===== src/rtl/alu_writeback_pkg.sv =====
// Shared definitions for the write-back stage: special-register addresses
// in the low file page and the STATUS flag bit positions.
package alu_writeback_pkg;

    // Low-page special register addresses (ea[4:3] == 0).
    typedef enum logic [2:0] {
        ADDR_INDF   = 3'd0,
        ADDR_RTCC   = 3'd1,
        ADDR_PCL    = 3'd2,
        ADDR_STATUS = 3'd3,
        ADDR_FSR    = 3'd4,
        ADDR_PORTA  = 3'd5,
        ADDR_PORTB  = 3'd6,
        ADDR_PORTC  = 3'd7
    } spec_addr_e;

    // STATUS flag positions; bits [7:3] are general purpose.
    localparam int ST_C  = 0;
    localparam int ST_DC = 1;
    localparam int ST_Z  = 2;

endpackage


===== src/rtl/alu_writeback_status_merge.sv =====
// Next-STATUS computation: a file write loads the whole byte, then each
// enabled ALU flag update overrides its own bit on the same edge.
module status_merge
    import alu_writeback_pkg::*;
(
    input  logic [7:0] status_i,
    input  logic       file_we_i,
    input  logic [7:0] file_data_i,
    input  logic       c_we_i,
    input  logic       c_i,
    input  logic       dc_we_i,
    input  logic       dc_i,
    input  logic       z_we_i,
    input  logic       z_i,
    output logic [7:0] status_o
);

    // Flag updates take priority over the file-write byte.
    always_comb begin
        status_o = file_we_i ? file_data_i : status_i;
        if (c_we_i)  status_o[ST_C]  = c_i;
        if (dc_we_i) status_o[ST_DC] = dc_i;
        if (z_we_i)  status_o[ST_Z]  = z_i;
    end

endmodule


===== src/rtl/alu_writeback.sv =====
// Write-back stage of the 8-bit datapath. Commits the ALU result to W, the
// special registers or the register file / PCL / RTCC via one-cycle strobes.
// Build option: ALU_WB_INDIRECT_EN enables INDF (fsel == 0) resolution
// through FSR; without it fsel == 0 writes are dropped.
module alu_writeback
    import alu_writeback_pkg::*;
#(
    parameter int          RF_AW    = 5,
    parameter logic [7:0]  TRIS_RST = 8'hFF
) (
    input  logic             clk2,
    input  logic             reset,
    input  logic             en,
    input  logic [7:0]       aluout,
    input  logic [RF_AW-1:0] fsel,
    input  logic             fwe,
    input  logic             wwe,
    input  logic             tris_we,
    input  logic             option_we,
    input  logic             alu_c,
    input  logic             alu_dc,
    input  logic             alu_z,
    input  logic             c_we,
    input  logic             dc_we,
    input  logic             z_we,
    output logic [7:0]       w,
    output logic [7:0]       fsr,
    output logic [7:0]       status,
    output logic [7:0]       option,
    output logic [7:0]       porta,
    output logic [7:0]       portb,
    output logic [7:0]       portc,
    output logic [7:0]       trisa,
    output logic [7:0]       trisb,
    output logic [7:0]       trisc,
    output logic             rf_we,
    output logic [RF_AW-1:0] rf_addr,
    output logic [7:0]       rf_wdata,
    output logic             pc_we,
    output logic             rtcc_we,
    output logic [7:0]       spec_wdata
);

    logic [7:0]       w_q, fsr_q, status_q, option_q;
    logic [7:0]       porta_q, portb_q, portc_q;
    logic [7:0]       trisa_q, trisb_q, trisc_q;
    logic             rf_we_q, pc_we_q, rtcc_we_q;
    logic [RF_AW-1:0] rf_addr_q;
    logic [7:0]       rf_wdata_q, spec_wdata_q;

    logic [RF_AW-1:0] ea;
    logic             rf_hit;
    logic             wr_rtcc, wr_pcl, wr_status, wr_fsr;
    logic             wr_porta, wr_portb, wr_portc;
    logic [7:0]       status_d;

    // Effective address and destination decode for an accepted file write.
    always_comb begin
        ea = fsel;
`ifdef ALU_WB_INDIRECT_EN
        if (fsel == '0) ea = fsr_q[RF_AW-1:0];
`endif
        rf_hit    = en && fwe && (ea[RF_AW-1:3] != '0);
        wr_rtcc   = 1'b0;
        wr_pcl    = 1'b0;
        wr_status = 1'b0;
        wr_fsr    = 1'b0;
        wr_porta  = 1'b0;
        wr_portb  = 1'b0;
        wr_portc  = 1'b0;
        if (en && fwe && !rf_hit) begin
            case (spec_addr_e'(ea[2:0]))
                ADDR_RTCC:   wr_rtcc   = 1'b1;
                ADDR_PCL:    wr_pcl    = 1'b1;
                ADDR_STATUS: wr_status = 1'b1;
                ADDR_FSR:    wr_fsr    = 1'b1;
                ADDR_PORTA:  wr_porta  = 1'b1;
                ADDR_PORTB:  wr_portb  = 1'b1;
                ADDR_PORTC:  wr_portc  = 1'b1;
                default:     ;  // INDF through INDF: write dropped
            endcase
        end
    end

    status_merge u_status_merge (
        .status_i    (status_q),
        .file_we_i   (wr_status),
        .file_data_i (aluout),
        .c_we_i      (c_we),
        .c_i         (alu_c),
        .dc_we_i     (dc_we),
        .dc_i        (alu_dc),
        .z_we_i      (z_we),
        .z_i         (alu_z),
        .status_o    (status_d)
    );

    // Architectural registers; everything holds while en is low.
    always_ff @(posedge clk2 or posedge reset) begin
        if (reset) begin
            w_q      <= 8'h00;
            fsr_q    <= 8'h00;
            status_q <= 8'h00;
            porta_q  <= 8'h00;
            portb_q  <= 8'h00;
            portc_q  <= 8'h00;
            trisa_q  <= TRIS_RST;
            trisb_q  <= TRIS_RST;
            trisc_q  <= TRIS_RST;
            option_q <= TRIS_RST;
        end else if (en) begin
            if (wwe)      w_q     <= aluout;
            if (wr_fsr)   fsr_q   <= aluout;
            if (wr_porta) porta_q <= aluout;
            if (wr_portb) portb_q <= aluout;
            if (wr_portc) portc_q <= aluout;
            status_q <= status_d;
            // TRIS/OPTION are loaded from the pre-edge W, not the ALU result.
            if (tris_we) begin
                case (spec_addr_e'(fsel[2:0]))
                    ADDR_PORTA: trisa_q <= w_q;
                    ADDR_PORTB: trisb_q <= w_q;
                    ADDR_PORTC: trisc_q <= w_q;
                    default:    ;
                endcase
            end
            if (option_we) option_q <= w_q;
        end
    end

    // One-cycle write strobes; address/data hold after the pulse.
    always_ff @(posedge clk2 or posedge reset) begin
        if (reset) begin
            rf_we_q      <= 1'b0;
            pc_we_q      <= 1'b0;
            rtcc_we_q    <= 1'b0;
            rf_addr_q    <= '0;
            rf_wdata_q   <= 8'h00;
            spec_wdata_q <= 8'h00;
        end else begin
            rf_we_q   <= rf_hit;
            pc_we_q   <= wr_pcl;
            rtcc_we_q <= wr_rtcc;
            if (rf_hit) begin
                rf_addr_q  <= ea;
                rf_wdata_q <= aluout;
            end
            if (wr_pcl || wr_rtcc) spec_wdata_q <= aluout;
        end
    end

    assign w          = w_q;
    assign fsr        = fsr_q;
    assign status     = status_q;
    assign option     = option_q;
    assign porta      = porta_q;
    assign portb      = portb_q;
    assign portc      = portc_q;
    assign trisa      = trisa_q;
    assign trisb      = trisb_q;
    assign trisc      = trisc_q;
    assign rf_we      = rf_we_q;
    assign rf_addr    = rf_addr_q;
    assign rf_wdata   = rf_wdata_q;
    assign pc_we      = pc_we_q;
    assign rtcc_we    = rtcc_we_q;
    assign spec_wdata = spec_wdata_q;

endmodule

===== config.mk =====
export PLATFORM = sky130hd
export DESIGN_NAME = alu_writeback
export DESIGN_NICKNAME = d
export VERILOG_FILES = /design/src/rtl/alu_writeback_pkg.sv /design/src/rtl/alu_writeback_status_merge.sv /design/src/rtl/alu_writeback.sv
export SDC_FILE = /design/constraint.sdc
export NUM_CORES = 1
export LEC_CHECK = 0
export BUFFER_PORTS_ARGS = -buffer_cell sky130_fd_sc_hd__clkbuf_2
export CELL_PAD_IN_SITES_DETAIL_PLACEMENT = 1
export CELL_PAD_IN_SITES_GLOBAL_PLACEMENT = 1
export CORE_ASPECT_RATIO = 0.8
export CORE_UTILIZATION = 41
export DETAILED_ROUTE_END_ITERATION = 7
export HOLD_SLACK_MARGIN = 0.08
export PLACE_DENSITY = 0.85
export SETUP_SLACK_MARGIN = 0.05
export SYNTH_ARGS = -nofsm -noshare
export SYNTH_HDL_FRONTEND = slang
export SYNTH_HIERARCHICAL = 1
export SYNTH_SLANG_ARGS = --single-unit

===== constraint.sdc =====
create_clock -name clk2 -period 4.2 [get_ports clk2]
set_input_delay 0.84 -clock clk2 [delete_from_list [all_inputs] [get_ports clk2]]
set_output_delay 0.84 -clock clk2 [all_outputs]
set_load 0.01 [all_outputs]

==> run summary, run 1 <==
setup slack, reg-to-reg = 3.14 ns
Fillers = 1047
final instance area = 5210 um^2
Worst Clk Skew = 0.00155 ns
Nets = 417
CTS Buf Count = 9
first-pass GRT wire length = 16000 um
setup bufs post-CTS = 0
initial antenna violation count = 0
DRT iter0 DRCs = 80
Detailed Route WL = 10100 um
critical path required time = 4.43 ns
Setup TNS = 0 ns
Area growth, synth to finish = 25.0%
Die ar. = 10600 um^2
WP buf/inv = 1
final setup fails = 0
Synth Register Bits = 104
syn_area_per_cell = 16.1 um^2
worst-margin pin slew = 1.16 ns
Hold WC Path Type = register to register
crit path time final = 2.52 ns
startpoint class of the critical path = primary input
row count = 32
Diodes inserted = 0
max-slew violation count = 0
vias post-DR = 2650
total track usage = 20.6%
Max Fclk = 396 MHz
Slew HR = 22.4%
via/cell ratio = 4.98
PwrDens = 531 nW/um^2
routed length per instance = 19.0 um
Worst Setup Path Type = primary input to register
largest net degree at the start of global routing = 87
Netlist Area Pre-Place = 4170 um^2
share of cells above drive strength 1 = 72.5%
Post-CTS Hold Buffers = 0
Sink Count = 104
Unique masters post-synth = 25
Sequential Area = 2640 um^2
CP top delay family = simple AND/OR/NAND/NOR gates
CP max-delay cell = nor3_2
placed instance area = 4950 um^2
Async S/R FF share, synth = 100%
# DRC = 0
vias in the first global route = 2787
CTS root buffer = clkbuf_16
Die Height = 92.2 um
CP max FO = 13
share of the synthesized area in the top cell type = 43.2%
Lkg Pwr = 2.55 nW
Final Hold Vio Count = 0
RSZ-0062 raised after global routing = false
antenna-violating nets left = 0
initial core utilization = 42.7%
total power = 2.77 mW
Non-Filler Instances = 532
DP HPWL = 7350 um
top post-synthesis cells by area = dfrtp_1 43%, mux2_2 25%, dfstp_2 20%
drt pass-1 iters = 4
WP data arrival = 2.75 ns
multi-input logic area = 1460 um^2
sequential element share of the synthesized area = 63.3%
GRT Residual Overflow = 0
syn_nets = 285
Max H-tree Level = 3
Peak VDD IR = 0.284 mV
top_reg_cell synth = dfrtp_1
worst-skew pair later-pin latency = 0.34 ns
area leader, netlist = dfrtp_1
global placement routability congestion = 0.784
core box area = 9770 um^2
Post-synth EDFFs = 0
CTS tree = yes
Post-Syn Instances = 259
placed cell count = 516
Final period util = 60.1%
clk buf depth = 2
Largest stage delay, worst path = 0.80 ns
port bufs = 129
worst-path cell chain = clkbuf_2, nand4bb_1, nor3_2, mux2_2
Critical Path Sink Type = register
Die W = 115 um
maxcap violations = 0
status = finished clean
I/O pins = 130
post-cts sizing count = 0
YS warnings = 6
CTS clock-pin slew for the worst setup and hold paths = 0.07 ns
[report_power, final]
| group | switching [mW] | internal [mW] |
|---|---|---|
| logic | 0.295 | 0.317 |
| clock network | 0.363 | 0.403 |
| registers | 0.129 | 1.26 |
| total | 0.786 | 1.98 |
[path summary, 6_finish.rpt]
check / from / depth (start not counted) / endpoint
worst max-delay path: en / 4 / spec_wdata[5]
worst min-delay path: porta[4] / 1 / porta[4]
worst max register to register: status[4] / 2 / status[4]
worst min register to register: porta[4] / 1 / porta[4]
max in group asynchronous: reset / 3 / option[6]
min in group asynchronous: reset / 2 / rf_addr[0]
[layout by cell type (no fill, tap or decap)]
cell and count:
clkbuf_2 129, mux2_2 91, dfrtp_1 72, dfstp_2 32, mux2_4 13, nand2_1 10
clkbuf_16 9, o21ai_1 4, nor3_2 4, nor2_1 4, mux2i_1 3, inv_1 2
a22o_1 2, nand3_1 2, nor3_1 2, inv_4 2, clkinv_4 2, clkinv_2 2
clkbuf_1 2, buf_4 2, and2_1 1, or3_1 1, nand4bb_1 1, nand3b_1 1
nand2b_1 1, or4b_4 1, xnor2_1 1
[cell usage after synthesis, drive strengths merged (2+ instances only)]
| cell | count |
|---|---|
| mux2 | 104 |
| dfrtp | 72 |
| dfstp | 32 |
| nand2 | 10 |
| buf | 7 |
| nor3 | 6 |
| nor2 | 4 |
| o21ai | 4 |
| clkbuf | 3 |
| inv | 3 |
| mux2i | 3 |
| a22o | 2 |
| nand3 | 2 |
[cells by family (layout without fill, tap and decap cells)]
| kind of cell | Yosys count | count (layout) | share of synthesized area [%] |
|---|---|---|---|
| buffers and inverters | 13 | 150 | 1.65 |
| xor gates and xnor gates | 1 | 1 | 0.210 |
| muxes | 107 | 107 | 30.0 |
| AOI/OAI and AO/OA | 6 | 6 | 0.900 |
| DFF | 104 | 104 | 63.3 |
| and+or+nand+nor | 28 | 28 | 3.93 |
[stage by stage]
stage	setup WS, ns	hold WS (ns)	utilization, %
after floorplan	0.681	0.533	-
after global placement	1.46	0.487	50.6
after detailed placement	1.28	0.492	50.6
after CTS	1.66	0.513	53.4
after global routing	1.51	0.523	53.4
final	1.68	0.507	53.4
[per-layer routing]
metal  up-vias  global-route usage, %  routed length (um)
met5         -                      0                   0
met4         0                   4.65                  98
li1       1185                      -                   -
met1      1372                   27.0                4460
met2        85                   32.9                4880
met3         8                   6.94                 662
[area by class of cell]
class / instances / share of cell area, %
sequential: 104 / 50.7
inverter: 3 / 0.264
tap: 136 / 3.26
multi-input combinational: 142 / 28.0
timing repair buffer: 131 / 12.7
clock inverter: 5 / 0.648
clock buffer: 11 / 4.46
No activity file was read; power rests on OpenSTA's default activity.
==> run 2, diff against run 1 <==
--- a/config.mk
+++ b/config.mk
@@ -9,10 +9,10 @@
 export CELL_PAD_IN_SITES_DETAIL_PLACEMENT = 1
 export CELL_PAD_IN_SITES_GLOBAL_PLACEMENT = 1
 export CORE_ASPECT_RATIO = 0.8
-export CORE_UTILIZATION = 41
+export CORE_UTILIZATION = 37
 export DETAILED_ROUTE_END_ITERATION = 7
 export HOLD_SLACK_MARGIN = 0.08
-export PLACE_DENSITY = 0.85
+export PLACE_DENSITY = 0.81
 export SETUP_SLACK_MARGIN = 0.05
 export SYNTH_ARGS = -nofsm -noshare
 export SYNTH_HDL_FRONTEND = slang
==> constraint.sdc (replaced) <==
create_clock -name clk2 -period 2.06 [get_ports clk2]
set_input_delay 0.412 -clock clk2 [delete_from_list [all_inputs] [get_ports clk2]]
set_output_delay 0.412 -clock clk2 [all_outputs]
set_load 0.01 [all_outputs]
==> run 2 against run 1 <==
Effect of this change:
- first-iteration DRC count rose by 10%
- sequential power rose by 100%
- total power rose by 100%
- via count fell by 0.26%
- worst hold slack got worse by 0.36 ns
==> run summary, run 2 (same netlist as run 1, synthesis figures left out) <==
global placement routability congestion = 0.735 (-6.3%)
CTS clock-pin slew for the worst setup and hold paths = 0.07 ns (about the same)
clock share of power = 27.5% (about the same)
placed instance area = 5070 um^2 (+2.4%)
critical path required time = 2.28 ns (-2.15 ns)
Largest stage delay, worst path = 0.67 ns (-0.13 ns)
worst-path cell chain = clkbuf_2, nand4bb_1, or4b_4, mux2_4
maxcap violations = 0 (unchanged)
commonest non-fill, non-tap cell in the layout = clkbuf_2
Diodes inserted = 0 (unchanged)
Die ar. = 11700 um^2 (+11%)
CP max FO = 8 (-5)
crit path time final = 1.57 ns
PwrDens = 1060 nW/um^2 (+99%)
worst-skew pair later-pin latency = 0.33 ns (about the same)
power share of the sequential group = 50.2% (about the same)
Max Fclk = 635 MHz
Gate power share = 22.3% (+0.2 points)
most frequent cells in the layout = 129 x clkbuf_2, 91 x mux2_2, 72 x dfrtp_1
max-slew violation count = 0 (unchanged)
placed cell count = 535 (+3.7%)
Sink Count = 104 (unchanged)
Final Hold Vio Count = 0 (unchanged)
DRT iter0 DRCs = 88 (+10%)
WP buf/inv = 1 (unchanged)
Max H-tree Level = 3 (unchanged)
vias in the first global route = 2945 (+5.7%)
CTS tree = yes
final instance area = 5340 um^2 (+2.4%)
drt pass-1 iters = 4 (unchanged)
antenna-violating nets left = 0 (unchanged)
Non-Filler Instances = 551 (+3.6%)
Post-CTS Hold Buffers = 0 (unchanged)
Worst Setup Path Type = primary input to register
Critical Path Sink Type = register
share of cells above drive strength 1 = 73.7% (+1.2 points)
largest net degree at the start of global routing = 71 (-18%)
setup bufs post-CTS = 0 (unchanged)
startpoint class of the critical path = primary input
port bufs = 129 (unchanged)
Psw = 1.59 mW (+100%)
Die W = 121 um (+5.2%)
# DRC = 0 (unchanged)
Power Internal = 4.06 mW (+100%)
final setup fails = 0 (unchanged)
clk buf depth = 2 (unchanged)
CTS root buffer = clkbuf_16
total track usage = 17.9% (-2.6 points)
worst-margin pin slew = 0.388 ns (-0.769 ns)
Setup TNS = 0 ns (unchanged)
CTS Buf Count = 9 (unchanged)
Area growth, synth to finish = 28.0%
Detailed Route WL = 9790 um (-3.0%)
CP max-delay cell = or4b_4
row count = 34 (+6.3%)
DP HPWL = 7280 um (-1.0%)
final core occ = 48.8% (-4.5 points)
Worst Clk Skew = 0.00248 ns (+0.000937 ns)
WP data arrival = 1.79 ns (-0.96 ns)
Die Height = 97.0 um (+5.2%)
vias post-DR = 2643 (-0.26%)
switch share = 28.2% (-0.22 points)
GRT Residual Overflow = 0 (unchanged)
via/cell ratio = 4.80 (-3.7%)
initial antenna violation count = 0 (unchanged)
Hold WC Path Type = primary input to asynchronous set/reset pin
first-pass GRT wire length = 16000 um (about the same)
routed length per instance = 17.8 um (-6.3%)
Slew HR = 74.1% (+52 points)
Final period util = 76.4%
core box area = 10900 um^2 (+12%)
Nets = 428 (+2.6%)
I/O pins = 130 (unchanged)
Lkg Pwr = 2.61 nW (+2.3%)
RSZ-0062 raised after global routing = false
Peak VDD IR = 0.460 mV (+62%)
initial core utilization = 38.2% (-4.5 points)
post-cts sizing count = 0 (unchanged)
status = finished clean
CP top delay family = simple AND/OR/NAND/NOR gates
==> run 2: cell types whose count changed in the layout (fill, tap and decap cells not counted), sizes merged <==
cell | before | now
inv | 4 | 3
clkbuf | 140 | 138
clkinvlp | 0 | 3
buf | 2 | 13
==> run 2: layout make-up <==
type / instances / area [um^2]
repair buffers: 142 / 768
multi-input cells: 142 / 1460
flip-flops and latches: 104 / 2640
inverters: 3 / 15.0
clock buffers: 9 / 225
well taps: 144 / 180
fillers: 1124 / 5590
clock inverters: 7 / 47.5
==> run 2: worst min-delay path, cell delays in order <==
cell,delay (ns)
clkbuf_2,0.10
clkinvlp_4,0.11
buf_12,0.21
==> run 2: metrics by stage <==
stage,power (mW),hold WS [ns],setup WS (ns)
after floorplan,3.53,0.533,0.266
after global placement,4.09,0.488,0.184
after detailed placement,4.16,0.495,0.124
after CTS,5.74,0.140,0.481
after global routing,5.93,0.153,0.456
final,5.65,0.146,0.485
==> run 2: power by group through the flow <==
| stage | logic, mW | clock network, mW | registers, mW |
|---|---|---|---|
| global placement | 1.24 | 0 | 2.84 |
| CTS | 1.29 | 1.60 | 2.84 |
| detailed placement | 1.29 | 0 | 2.88 |
| global route | 1.37 | 1.67 | 2.90 |
| finish | 1.26 | 1.55 | 2.83 |
| floorplan | 0.498 | 0 | 3.03 |
==> run 2: routing by layer <==
layer	vias up	track usage (%)	routed length, um
met5	-	0	0
met4	0	3.89	55
met3	5	4.54	501
met2	80	29.9	4850
met1	1358	23.5	4380
li1	1200	-	-
==> run 2: path summary, 6_finish.rpt <==
path	from	end	slack (ns)	cells past startpoint
max reg2reg	status[6]	status[6]	1.01	2
min in group clk2	fsel[3]	rf_addr[3]	0.39	2
max in group asynchronous	reset	rf_addr[3]	1.54	3
min reg2reg	rf_wdata[7]	rf_wdata[7]	0.50	1
min	reset	w[3]	0.15	3
max	fsel[4]	fsr[2]	0.49	4
